--- src/rtl/tacho_pkg.sv ---
// tacho_pkg -- shared definitions for the multi-channel tachometer block.
// Holds the CSR register offsets, STATUS bit positions, parameter legality
// limits and the address decoder used by tacho_multi and its bench.
package tacho_pkg;

    // Register offsets relative to BASE_ADDR. CNT_LO[n] sits at
    // OFF_CNT_BASE + 2n and CNT_HI[n] directly above it.
    localparam int OFF_CTRL     = 0;
    localparam int OFF_STATUS   = 1;
    localparam int OFF_CNT_BASE = 2;

    // STATUS layout: OVF[n] at bit OVF_LSB+n, VALID[n] at bit VALID_LSB+n.
    localparam int STATUS_OVF_LSB   = 0;
    localparam int STATUS_VALID_LSB = 4;

    // Legal parameter ranges.
    localparam int NUM_CH_MIN   = 1;
    localparam int NUM_CH_MAX   = 4;
    localparam int CNT_W_MIN    = 9;
    localparam int CNT_W_MAX    = 16;
    localparam int FILT_LEN_MIN = 1;
    localparam int FILT_LEN_MAX = 8;
    localparam int ADDR_SPAN    = 32;

    typedef enum logic [2:0] {
        REG_NONE,
        REG_CTRL,
        REG_STATUS,
        REG_CNT_LO,
        REG_CNT_HI
    } reg_kind_e;

    typedef struct packed {
        reg_kind_e  kind;
        logic [1:0] ch;
    } reg_sel_t;

    // Maps a CSR byte address onto a register kind and channel index.
    // The offset is computed as a signed int so addresses below the base
    // come out negative instead of wrapping onto a mapped register.
    function automatic reg_sel_t decode(input logic [4:0] addr,
                                        input logic [4:0] base,
                                        input int         num_ch);
        reg_sel_t sel;
        int       off;
        sel.kind = REG_NONE;
        sel.ch   = '0;
        off      = int'(addr) - int'(base);
        if (off == OFF_CTRL) begin
            sel.kind = REG_CTRL;
        end else if (off == OFF_STATUS) begin
            sel.kind = REG_STATUS;
        end else if (off >= OFF_CNT_BASE && off < OFF_CNT_BASE + 2 * num_ch) begin
            sel.kind = off[0] ? REG_CNT_HI : REG_CNT_LO;
            sel.ch   = 2'((off - OFF_CNT_BASE) / 2);
        end
        return sel;
    endfunction

    // CTRL bits that exist for a given channel count.
    function automatic logic [7:0] ctrl_mask(input int num_ch);
        return 8'((1 << num_ch) - 1);
    endfunction

endpackage

--- src/rtl/tacho_multi_channel.sv ---
// tacho_channel -- one tachometer channel.
// tacho_in -> 2-flop synchroniser -> run-length glitch filter -> rising-edge
// counter (saturating) -> capture register on ce_1s, plus the CNT_HI shadow
// and the sticky OVF / VALID flags.
// Ports:
//   clk, rst_n  : clock, asynchronous active-low reset
//   en          : channel enable (CTRL bit)
//   tacho_in    : asynchronous tacho input
//   ce_1s       : gate-window strobe
//   lo_rd       : CSR read of this channel's CNT_LO
//   ovf_clr     : write-1-to-clear of OVF
//   capture     : count of the last completed window
//   shadow      : capture[CNT_W-1:8] latched on lo_rd, zero-extended
//   ovf, valid  : sticky overflow, fresh-capture flag
module tacho_channel #(
    parameter int CNT_W    = 12,
    parameter int FILT_LEN = 3
) (
    input  logic             clk,
    input  logic             rst_n,
    input  logic             en,
    input  logic             tacho_in,
    input  logic             ce_1s,
    input  logic             lo_rd,
    input  logic             ovf_clr,
    output logic [CNT_W-1:0] capture,
    output logic [7:0]       shadow,
    output logic             ovf,
    output logic             valid
);

    localparam int RUN_W = $clog2(FILT_LEN + 1);

    logic [1:0]       sync_q;
    logic             level_q, level_d_q;
    logic [RUN_W-1:0] run_q;
    logic [CNT_W-1:0] live_q;

    logic             level_nxt, level_d_nxt;
    logic [RUN_W-1:0] run_nxt;
    logic [CNT_W-1:0] live_nxt, capture_nxt;
    logic [7:0]       shadow_nxt;
    logic             ovf_nxt, valid_nxt, ovf_set, rise;

    // Filter: count consecutive synchronised samples that disagree with the
    // current level; flip only when the run reaches FILT_LEN.
    always_comb begin
        // NOTE: every output of a combinational block gets a default first so
        // no path leaves it unassigned and no latch is inferred.
        level_nxt = level_q;
        run_nxt   = run_q;
        if (!en) begin
            level_nxt = 1'b0;
            run_nxt   = '0;
        end else if (sync_q[1] == level_q) begin
            run_nxt = '0;
        end else if (run_q == RUN_W'(FILT_LEN - 1)) begin
            level_nxt = sync_q[1];
            run_nxt   = '0;
        end else begin
            run_nxt = run_q + 1'b1;
        end
    end

    // The edge is taken from the registered level, which puts the count one
    // cycle after the filter flips: 2 sync + FILT_LEN filter + 1 = 3+FILT_LEN.
    assign rise        = level_q & ~level_d_q;
    assign level_d_nxt = en & level_q;

    always_comb begin
        live_nxt    = live_q;
        capture_nxt = capture;
        ovf_set     = 1'b0;
        if (!en) begin
            live_nxt = '0;
        end
        if (ce_1s) begin
            capture_nxt = en ? live_q : '0;
            // An edge on the window boundary belongs to the new window.
            live_nxt    = (en && rise) ? CNT_W'(1) : '0;
        end else if (en && rise) begin
            if (live_q == {CNT_W{1'b1}}) begin
                ovf_set = 1'b1;
            end else begin
                live_nxt = live_q + 1'b1;
            end
        end
    end

    // Sets take priority over clears for both sticky flags.
    assign ovf_nxt    = ovf_set | (ovf & ~ovf_clr);
    assign valid_nxt  = (ce_1s & en) | (valid & ~lo_rd);
    assign shadow_nxt = lo_rd ? 8'(capture >> 8) : shadow;

    // NOTE: state is updated with non-blocking assignments so every flop
    // samples pre-edge values regardless of statement order.
    always_ff @(posedge clk or negedge rst_n) begin
        if (!rst_n) begin
            sync_q    <= '0;
            level_q   <= 1'b0;
            level_d_q <= 1'b0;
            run_q     <= '0;
            live_q    <= '0;
            capture   <= '0;
            shadow    <= '0;
            ovf       <= 1'b0;
            valid     <= 1'b0;
        end else begin
            sync_q    <= {sync_q[0], tacho_in};
            level_q   <= level_nxt;
            level_d_q <= level_d_nxt;
            run_q     <= run_nxt;
            live_q    <= live_nxt;
            capture   <= capture_nxt;
            shadow    <= shadow_nxt;
            ovf       <= ovf_nxt;
            valid     <= valid_nxt;
        end
    end

endmodule

--- src/rtl/tacho_multi.sv ---
// tacho_multi -- multi-channel tachometer with a byte-wide CSR port.
// Counts filtered rising edges of each tacho input per ce_1s gate window.
// Ports:
//   clk, rst_n         : clock, asynchronous active-low reset
//   csr_a, csr_di      : CSR byte address, write data
//   csr_we, csr_re     : single-cycle write / read strobes
//   csr_do             : combinational read data (0 for unmapped addresses)
//   ce_1s              : gate-window strobe
//   tacho_in[NUM_CH]   : asynchronous tacho inputs, bit n = channel n
// Registers (offset from BASE_ADDR): 0 CTRL, 1 STATUS, 2+2n CNT_LO[n],
// 3+2n CNT_HI[n].
module tacho_multi
    import tacho_pkg::*;
#(
    parameter logic [4:0] BASE_ADDR = 5'h0,
    parameter int         NUM_CH    = 2,
    parameter int         CNT_W     = 12,
    parameter int         FILT_LEN  = 3
) (
    input  logic              clk,
    input  logic              rst_n,
    input  logic [4:0]        csr_a,
    input  logic [7:0]        csr_di,
    input  logic              csr_we,
    input  logic              csr_re,
    output logic [7:0]        csr_do,
    input  logic              ce_1s,
    input  logic [NUM_CH-1:0] tacho_in
);

    if (NUM_CH < NUM_CH_MIN || NUM_CH > NUM_CH_MAX) begin : g_bad_num_ch
        $error("tacho_multi: NUM_CH out of range");
    end
    if (CNT_W < CNT_W_MIN || CNT_W > CNT_W_MAX) begin : g_bad_cnt_w
        $error("tacho_multi: CNT_W out of range");
    end
    if (FILT_LEN < FILT_LEN_MIN || FILT_LEN > FILT_LEN_MAX) begin : g_bad_filt_len
        $error("tacho_multi: FILT_LEN out of range");
    end
    if (int'(BASE_ADDR) + OFF_CNT_BASE + 2 * NUM_CH > ADDR_SPAN) begin : g_bad_base
        $error("tacho_multi: register map does not fit the address space");
    end

    reg_sel_t          sel;
    logic [7:0]        ctrl_q;
    logic [7:0]        status;
    logic              wr_ctrl, wr_status;
    logic [NUM_CH-1:0] lo_rd, ovf_clr, ovf, valid;
    logic [CNT_W-1:0]  capture [NUM_CH];
    logic [7:0]        shadow  [NUM_CH];

    assign sel       = decode(csr_a, BASE_ADDR, NUM_CH);
    assign wr_ctrl   = csr_we && (sel.kind == REG_CTRL);
    assign wr_status = csr_we && (sel.kind == REG_STATUS);

    // Non-existent channel bits are masked at write time so they read 0.
    always_ff @(posedge clk or negedge rst_n) begin
        if (!rst_n) begin
            ctrl_q <= '0;
        end else if (wr_ctrl) begin
            ctrl_q <= csr_di & ctrl_mask(NUM_CH);
        end
    end

    for (genvar g = 0; g < NUM_CH; g++) begin : g_ch
        assign lo_rd[g]   = csr_re && (sel.kind == REG_CNT_LO) && (sel.ch == 2'(g));
        assign ovf_clr[g] = wr_status && csr_di[STATUS_OVF_LSB + g];

        tacho_channel #(
            .CNT_W    (CNT_W),
            .FILT_LEN (FILT_LEN)
        ) u_ch (
            .clk      (clk),
            .rst_n    (rst_n),
            .en       (ctrl_q[g]),
            .tacho_in (tacho_in[g]),
            .ce_1s    (ce_1s),
            .lo_rd    (lo_rd[g]),
            .ovf_clr  (ovf_clr[g]),
            .capture  (capture[g]),
            .shadow   (shadow[g]),
            .ovf      (ovf[g]),
            .valid    (valid[g])
        );
    end

    always_comb begin
        status = '0;
        for (int n = 0; n < NUM_CH; n++) begin
            status[STATUS_OVF_LSB + n]   = ovf[n];
            status[STATUS_VALID_LSB + n] = valid[n];
        end
    end

    always_comb begin
        csr_do = '0;
        case (sel.kind)
            REG_CTRL:   csr_do = ctrl_q;
            REG_STATUS: csr_do = status;
            REG_CNT_LO: begin
                for (int n = 0; n < NUM_CH; n++) begin
                    if (sel.ch == 2'(n)) csr_do = capture[n][7:0];
                end
            end
            REG_CNT_HI: begin
                for (int n = 0; n < NUM_CH; n++) begin
                    if (sel.ch == 2'(n)) csr_do = shadow[n];
                end
            end
            default:    csr_do = '0;
        endcase
    end

endmodule

--- config.mk ---
export PLATFORM = sky130hd
export DESIGN_NAME = tacho_multi
export DESIGN_NICKNAME = d
export VERILOG_FILES = /design/src/rtl/tacho_pkg.sv /design/src/rtl/tacho_multi_channel.sv /design/src/rtl/tacho_multi.sv
export SDC_FILE = /design/constraint.sdc
export NUM_CORES = 1
export LEC_CHECK = 0
export ABC_AREA = 1
export BUFFER_PORTS_ARGS = -buffer_cell sky130_fd_sc_hd__clkbuf_2
export CAP_MARGIN = 20
export CORE_UTILIZATION = 45
export CTS_BUF_LIST = sky130_fd_sc_hd__clkbuf_4 sky130_fd_sc_hd__clkbuf_8 sky130_fd_sc_hd__clkbuf_16
export DETAILED_ROUTE_END_ITERATION = 6
export MAX_ROUTING_LAYER = met4
export PLACE_DENSITY_LB_ADDON = 0.05
export SLEW_MARGIN = 20
export SYNTH_ARGS = -nofsm -noshare
export SYNTH_HDL_FRONTEND = slang
export SYNTH_SLANG_ARGS = --single-unit
--- constraint.sdc ---
create_clock -name clk -period 2.8 [get_ports clk]
set_input_delay 0.56 -clock clk [delete_from_list [all_inputs] [get_ports clk]]
set_output_delay 0.56 -clock clk [all_outputs]
set_load 0.005 [all_outputs]
==> run summary, run 1 <==
hpwl dp: 6180 um
die area: 9470 um^2
max frequency: 0.371 GHz
Hold Crit Class: in2reg
hold depth: 1
violation count after the first detailed-route iteration: 200
worst slew pin tran: 0.927 ns
# fillers: 864
Initial Util: 46.6%
commonest cells after routing, fill and taps aside: 206 x nand2_1, 74 x dfrtp_1, 39 x nand3_1
Worst path max stage delay: 0.20 ns
cell depth of the worst flop-to-flop path: 7
number of endpoints failing setup at the final stage: 0
max_slew headroom: 38.2%
antenna violations before repair: 0
synthesized flop and latch total: 74
Vias: 3451
total CTS buffers: 9
largest net degree at the start of global routing: 75
syn nets: 563
root buf cell: clkbuf_8
CP Launch Type: input port
H-tree Lvls: 3
Nets: 588
worst-skew pair later-pin latency: 0.34 ns
DRT Wirelength: 9050 um
CTS Hold Bufs: 0
Chip Width: 97.3 um
worst endpoint required time: 2.24 ns
Yosys cell types: 31
Hold Path End: g_ch[0].u_ch.sync_q[0]$_DFF_PN0_
area of the multi-input gates: 2020 um^2
Vias/cell: 5.11
Reg-to-Reg End: g_ch[0].u_ch.live_q[6]$_DFF_PN0_
critical path data arrival time: 2.13 ns
FF/Latch Area: 1850 um^2
clock-pin slew on the worst setup and hold paths: 0.09 ns
area grow syn2layout: 11.7%
final hold vios: 0
CP most frequent cell: nand2_1
I/O pin cnt: 28
clock sinks: 74
setup TNS: 0 ns
worst hold slack: 0.316 ns
first-pass GRT wire length: 15600 um
Ys Warns: 0
max-slew violations: 0
syn_area_per_cell: 7.60 um^2
Pwr per Cell Area: 443 nW/um^2
hold path start: tacho_in[0]
RSZ-0062 raised after global routing: false
Critical Path, Cell by Cell: buf_2, inv_2, ha_4, nand2_1, nor2_1, ha_2, xnor2_2, nand2_1, inv_2, nor2_4, clkbuf_16, nand2_1, nand2_1, nand2_1, nand3_1, clkbuf_2
Tot GR Track Use: 21.1%
flop2flop setup slack: 0.96 ns
run status: completed
slowest CP cell: ha_2
minimum clock period after layout: 2.69 ns
vias in the first global route: 3204
post-route clock period utilization: 96.2%
post-synthesis cell area: 4090 um^2
DR WL/cell: 13.4 um
core area: 8760 um^2
max capacitance violation total: 0
die height: 97.3 um
first-pass iteration count of the detailed router: 5
DRC viols: 0
leakage: 2.19 nW
instance count of the mapped netlist: 538
CTS tree: built
RR Startpoint: ctrl_q[0]$_DFFE_PN0P_
Critical Path Fanout Max: 7
IO Port Bufs: 21
# rows: 34
worst vdd ir: 0.278 mV
Final Wtd Congestion: 0.835
Inserted Diodes: 0
crit path kind: in2out
Setup Skew: 0.0163 ns
commonest non-fill, non-tap cell in the layout: nand2_1
register area share after synthesis: 45.3%
global route total overflow: 0
share of layout cells above drive strength 1: 15.7%
nature of the critical path endpoint: output pin
Max Buffers Root-to-Sink: 2
ANT nets after route: 0
==> stage by stage <==
stage          total power, W  cell area [um^2]  std cells  setup WS (ns)  utilization, %
2_1_floorplan         0.00123              4090        538          0.440               -
6_report              0.00202              4560        675          0.105            52.1
4_1_cts               0.00204              4480        672         0.0793            51.1
3_3_place_gp          0.00130              4310        657         0.0994            49.2
3_5_place_dp          0.00130              4310        657         0.0842            49.2
5_1_grt               0.00212              4560        675        0.00462            52.1
==> critical path, delay by kind of cell <==
| kind | cells | cell delay, ns |
|---|---|---|
| adder cells (fa/ha/maj) | 2 | 0.31 |
| XOR/XNOR | 1 | 0.06 |
| buffers and inverters | 5 | 0.53 |
| AND/OR/NAND/NOR | 8 | 0.67 |
==> cells in the mapped netlist <==
| library cell | number | area, um^2 |
|---|---|---|
| nand2_1 | 212 | 796 |
| dfrtp_1 | 74 | 1850 |
| inv_1 | 41 | 154 |
| nand3_1 | 40 | 200 |
| o21ai_0 | 34 | 170 |
| nor2_1 | 26 | 97.6 |
| a21oi_1 | 17 | 85.1 |
| xor2_1 | 11 | 96.3 |
| a31oi_1 | 8 | 50.1 |
| buf_2 | 8 | 40.0 |
| clkbuf_1 | 8 | 30.0 |
| nand2_2 | 8 | 50.1 |
| nor2_4 | 8 | 90.1 |
| xnor2_1 | 6 | 52.6 |
| ha_1 | 5 | 62.6 |
| nand3_2 | 4 | 40.0 |
| nand4_1 | 4 | 25.0 |
| nor4_1 | 4 | 25.0 |
| nand3_4 | 3 | 52.6 |
| nor2_2 | 3 | 18.8 |
| nor3_1 | 3 | 15.0 |
| o31ai_1 | 2 | 15.0 |
| and2_1 | 1 | 6.26 |
| and3_2 | 1 | 7.51 |
| buf_4 | 1 | 7.51 |
| buf_6 | 1 | 11.3 |
| clkinv_1 | 1 | 3.75 |
| clkinv_4 | 1 | 8.76 |
| nand2_4 | 1 | 11.3 |
| nand3b_1 | 1 | 7.51 |
| o21ai_1 | 1 | 5.00 |
==> cells by family after synthesis <==
group                    count (synthesis)  share of synthesized area, %
AND/OR/NAND/NOR                        319                          35.3
flip-flops                              74                          45.3
AO/OA/AOI/OAI                           62                          7.96
buffers and inverters                   61                          6.25
XOR/XNOR                                17                          3.64
adder cells (fa/ha/maj)                  5                          1.53
==> flip-flops by register name (all words and copies together), names as in the netlist <==
signal               flops
g_ch.u_ch.level_d_q      2
ctrl_q                   2
g_ch.u_ch.valid          2
g_ch.u_ch.shadow         8
g_ch.u_ch.capture       24
g_ch.u_ch.ovf            2
g_ch.u_ch.sync_q         4
g_ch.u_ch.live_q        24
g_ch.u_ch.run_q          4
g_ch.u_ch.level_q        2
==> cell type report <==
type	instances	share of cell area (%)
sequential	74	40.6
clock inverter	6	0.960
inverter	43	3.65
tap	108	2.96
multi-input combinational	403	44.3
timing repair buffer	32	4.83
clock buffer	9	2.71
==> worst max-delay path by stage <==
stage                  start        end  depth (start not counted)
finish              csr_a[1]  csr_do[0]                         16
global route        csr_a[1]  csr_do[5]                         16
global placement    csr_a[1]  csr_do[1]                         16
floorplan           csr_a[1]  csr_do[4]                         14
detailed placement  csr_a[1]  csr_do[1]                         16
CTS                 csr_a[1]  csr_do[1]                         16
==> report_power, final <==
part	internal (W)	total [W]	switching [W]
Combinational	0.0000551	0.000181	0.000126
Sequential	0.00109	0.00111	0.0000142
Clock	0.000318	0.000733	0.000415
==> timing repair <==
item	in CTS	in global routing
gates resized for setup	0	15
buffers inserted	0	2
setup endpoints to repair	0	7
==> per-layer routing <==
| metal | GRT usage, % | routed length, um | vias up | share of wire [%] |
|---|---|---|---|---|
| met5 | - | 0 | - | 0 |
| met4 | 7.24 | 184 | 0 | 2.0 |
| met3 | 2.88 | 451 | 15 | 5.0 |
| met2 | 29.1 | 3720 | 80 | 41 |
| met1 | 31.8 | 4700 | 1584 | 52 |
| li1 | - | - | 1772 | - |
(Power assumes the default switching activity.)
==> run 2, diff against run 1 <==
--- a/config.mk
+++ b/config.mk
@@ -6,7 +6,7 @@
 export NUM_CORES = 1
 export LEC_CHECK = 0
 export ABC_AREA = 1
-export BUFFER_PORTS_ARGS = -buffer_cell sky130_fd_sc_hd__clkbuf_2
+export BUFFER_PORTS_ARGS = -buffer_cell sky130_fd_sc_hd__buf_2
 export CAP_MARGIN = 20
 export CORE_UTILIZATION = 45
 export CTS_BUF_LIST = sky130_fd_sc_hd__clkbuf_4 sky130_fd_sc_hd__clkbuf_8 sky130_fd_sc_hd__clkbuf_16
==> run summary, run 2 (synthesis results as in run 1) <==
hold depth: 1 (unchanged)
CTS tree: built
worst hold slack: 0.314 ns (-0.00199 ns)
critical path data arrival time: 2.15 ns (+0.02 ns)
first-pass iteration count of the detailed router: 4 (-1)
Placed Instance Area: 4300 um^2 (-0.35%)
DP Cell Count: 655 (-0.30%)
Critical Path Fanout Max: 8 (+1)
violation count after the first detailed-route iteration: 193 (-3.5%)
Vias/cell: 5.15 (+0.79%)
H-tree Lvls: 3 (unchanged)
root buf cell: clkbuf_8
clock-pin slew on the worst setup and hold paths: 0.09 ns (about the same)
cell area after layout: 4600 um^2 (+0.85%)
Chip Width: 97.3 um (unchanged)
largest net degree at the start of global routing: 75 (unchanged)
Combinational Power Share: 8.2% (-0.7 points)
Worst path max stage delay: 0.20 ns (about the same)
max_slew headroom: 37.0% (-1.2 points)
clock sinks: 74 (unchanged)
max-slew violations: 0 (unchanged)
leakage: 2.22 nW (+1.3%)
max frequency: 0.369 GHz (-0.58%)
CP Launch Type: input port
first-pass GRT wire length: 15900 um (+1.6%)
# rows: 34 (unchanged)
delay-heaviest family, CP: simple AND/OR/NAND/NOR gates
biggest regs: g_ch.u_ch.capture: 24 flops, g_ch.u_ch.live_q: 24 flops, g_ch.u_ch.shadow: 8 flops
Final Core Density: 52.5% (+0.44 points)
switch share: 25.3% (-2.2 points)
# fillers: 888 (+2.8%)
Nets: 586 (-0.34%)
NetSw: 0.000563 W (+1.5%)
Hold Path End: g_ch[1].u_ch.sync_q[0]$_DFF_PN0_
hpwl dp: 6250 um (+1.1%)
die area: 9470 um^2 (unchanged)
commonest cells after routing, fill and taps aside: 208 x nand2_1, 74 x dfrtp_1, 40 x nand3_1
crit path kind: in2out
core area: 8760 um^2 (unchanged)
nature of the critical path endpoint: output pin
share of layout cells above drive strength 1: 15.0% (-0.68 points)
hold path start: tacho_in[1]
ANT nets after route: 0 (unchanged)
Initial Util: 46.6% (unchanged)
run status: completed
area grow syn2layout: 12.6%
slowest CP cell: ha_2
Final Wtd Congestion: 0.854 (+2.3%)
power share of the sequential group: 49.7% (-5.1 points)
DR WL/cell: 13.6 um (+1.4%)
Critical Path, Cell by Cell: buf_4, inv_4, ha_4, nand2_1, nor2_1, ha_2, xnor2_2, nand2_1, inv_2, nor2_4, buf_12, nand2_1, nand2_1, nand2_1, nand2_1, buf_2
Setup Skew: 0.0106 ns (-0.00567 ns)
minimum clock period after layout: 2.71 ns (+0.0158 ns)
worst vdd ir: 0.266 mV (-4.4%)
I/O pin cnt: 28 (unchanged)
Inserted Diodes: 0 (unchanged)
max capacitance violation total: 0 (unchanged)
Vias: 3473 (+0.64%)
global route total overflow: 0 (unchanged)
commonest non-fill, non-tap cell in the layout: nand2_1
Clk pwr share: 42.1% (+5.8 points)
die height: 97.3 um (unchanged)
RR Startpoint: ctrl_q[0]$_DFFE_PN0P_
CTS Hold Bufs: 0 (unchanged)
internal power: 0.00166 W (+13%)
CP most frequent cell: nand2_1
Reg-to-Reg End: g_ch[0].u_ch.live_q[4]$_DFF_PN0_
IO Port Bufs: 21 (unchanged)
Pwr per Cell Area: 484 nW/um^2 (+9.2%)
cell depth of the worst flop-to-flop path: 7 (unchanged)
post-route clock period utilization: 96.8% (+0.57 points)
Layout Cells excl Fill: 674 (-0.15%)
Max Buffers Root-to-Sink: 2 (unchanged)
worst endpoint required time: 2.24 ns (about the same)
total power: 0.00223 W (+10%)
worst slew pin tran: 0.945 ns (+0.0179 ns)
DRT Wirelength: 9170 um (+1.3%)
flop2flop setup slack: 0.97 ns (about the same)
number of endpoints failing setup at the final stage: 0 (unchanged)
Tot GR Track Use: 21.5% (+0.42 points)
antenna violations before repair: 0 (unchanged)
DRC viols: 0 (unchanged)
final hold vios: 0 (unchanged)
Hold Crit Class: in2reg
Buf/Inv on CP: 5 (unchanged)
worst-skew pair later-pin latency: 0.35 ns (about the same)
vias in the first global route: 3220 (+0.50%)
total CTS buffers: 9 (unchanged)
[run 2: cell count changes in the layout (fill, tap and decap cells not counted), moves of 2 or more]
| cell | delta |
|---|---|
| clkinvlp_4 | -3 |
| buf_2 | +18 |
| bufinv_16 | +2 |
| nand2_1 | +2 |
| clkbuf_2 | -19 |
| nand2_2 | -3 |
[run 2: per-stage QoR]
step / setup slack, ns / TNS, ns
floorplan: 0.440 / 0
global placement: 0.0935 / 0
detailed placement: 0.0867 / 0
CTS: 0.0766 / 0
global route: -0.0148 / -0.0541
finish: 0.0894 / 0
[run 2: how the worst max path moves through the flow]
stage                     startpoint        end  slack, ns  cells past startpoint
after floorplan             csr_a[1]  csr_do[4]       0.44                     14
after global placement      csr_a[1]  csr_do[1]       0.09                     16
after detailed placement    csr_a[1]  csr_do[1]       0.09                     16
after CTS                   csr_a[1]  csr_do[1]       0.08                     16
after global routing        csr_a[1]  csr_do[3]      -0.01                     16
final                       csr_a[1]  csr_do[3]       0.09                     16
[run 2: power by group through the flow]
stage               logic (W)  registers (W)  clock network [W]
detailed placement   0.000172        0.00113                  0
global placement     0.000169        0.00113                  0
floorplan            0.000105        0.00112                  0
finish               0.000183        0.00111           0.000936
global route         0.000207        0.00111            0.00101
CTS                  0.000172        0.00111           0.000958
[run 2: cell type report]
cell class / instances / area (um^2) / share of cell area, %
sequential: 74 / 1850 / 40.2
timing repair buffer: 30 / 208 / 4.51
inverter: 43 / 169 / 3.67
clock buffer: 10 / 131 / 2.85
tap: 108 / 135 / 2.94
multi-input combinational: 403 / 2020 / 43.8
clock inverter: 6 / 90.1 / 1.96
[run 2: worst register-to-register path, delay by kind of cell (launching register included)]
family | cells | cell delay [ns]
buf+inv | 2 | 0.56
flops | 1 | 0.33
simple gates | 4 | 0.70
compound gates | 1 | 0.15
[run 2: metal layers]
metal	up-vias	GRT usage [%]	share of wire, %
li1	1773	-	-
met1	1625	32.3	54
met2	63	29.8	42
met3	12	3.02	3.0
met4	0	7.24	1.5
met5	-	-	0
[run 2: what timing repair did]
item	in CTS	in global routing
setup buffers	0	2
setup endpoints to repair	0	7
endpoints found under the hold margin	0	0
gates resized for setup	0	14
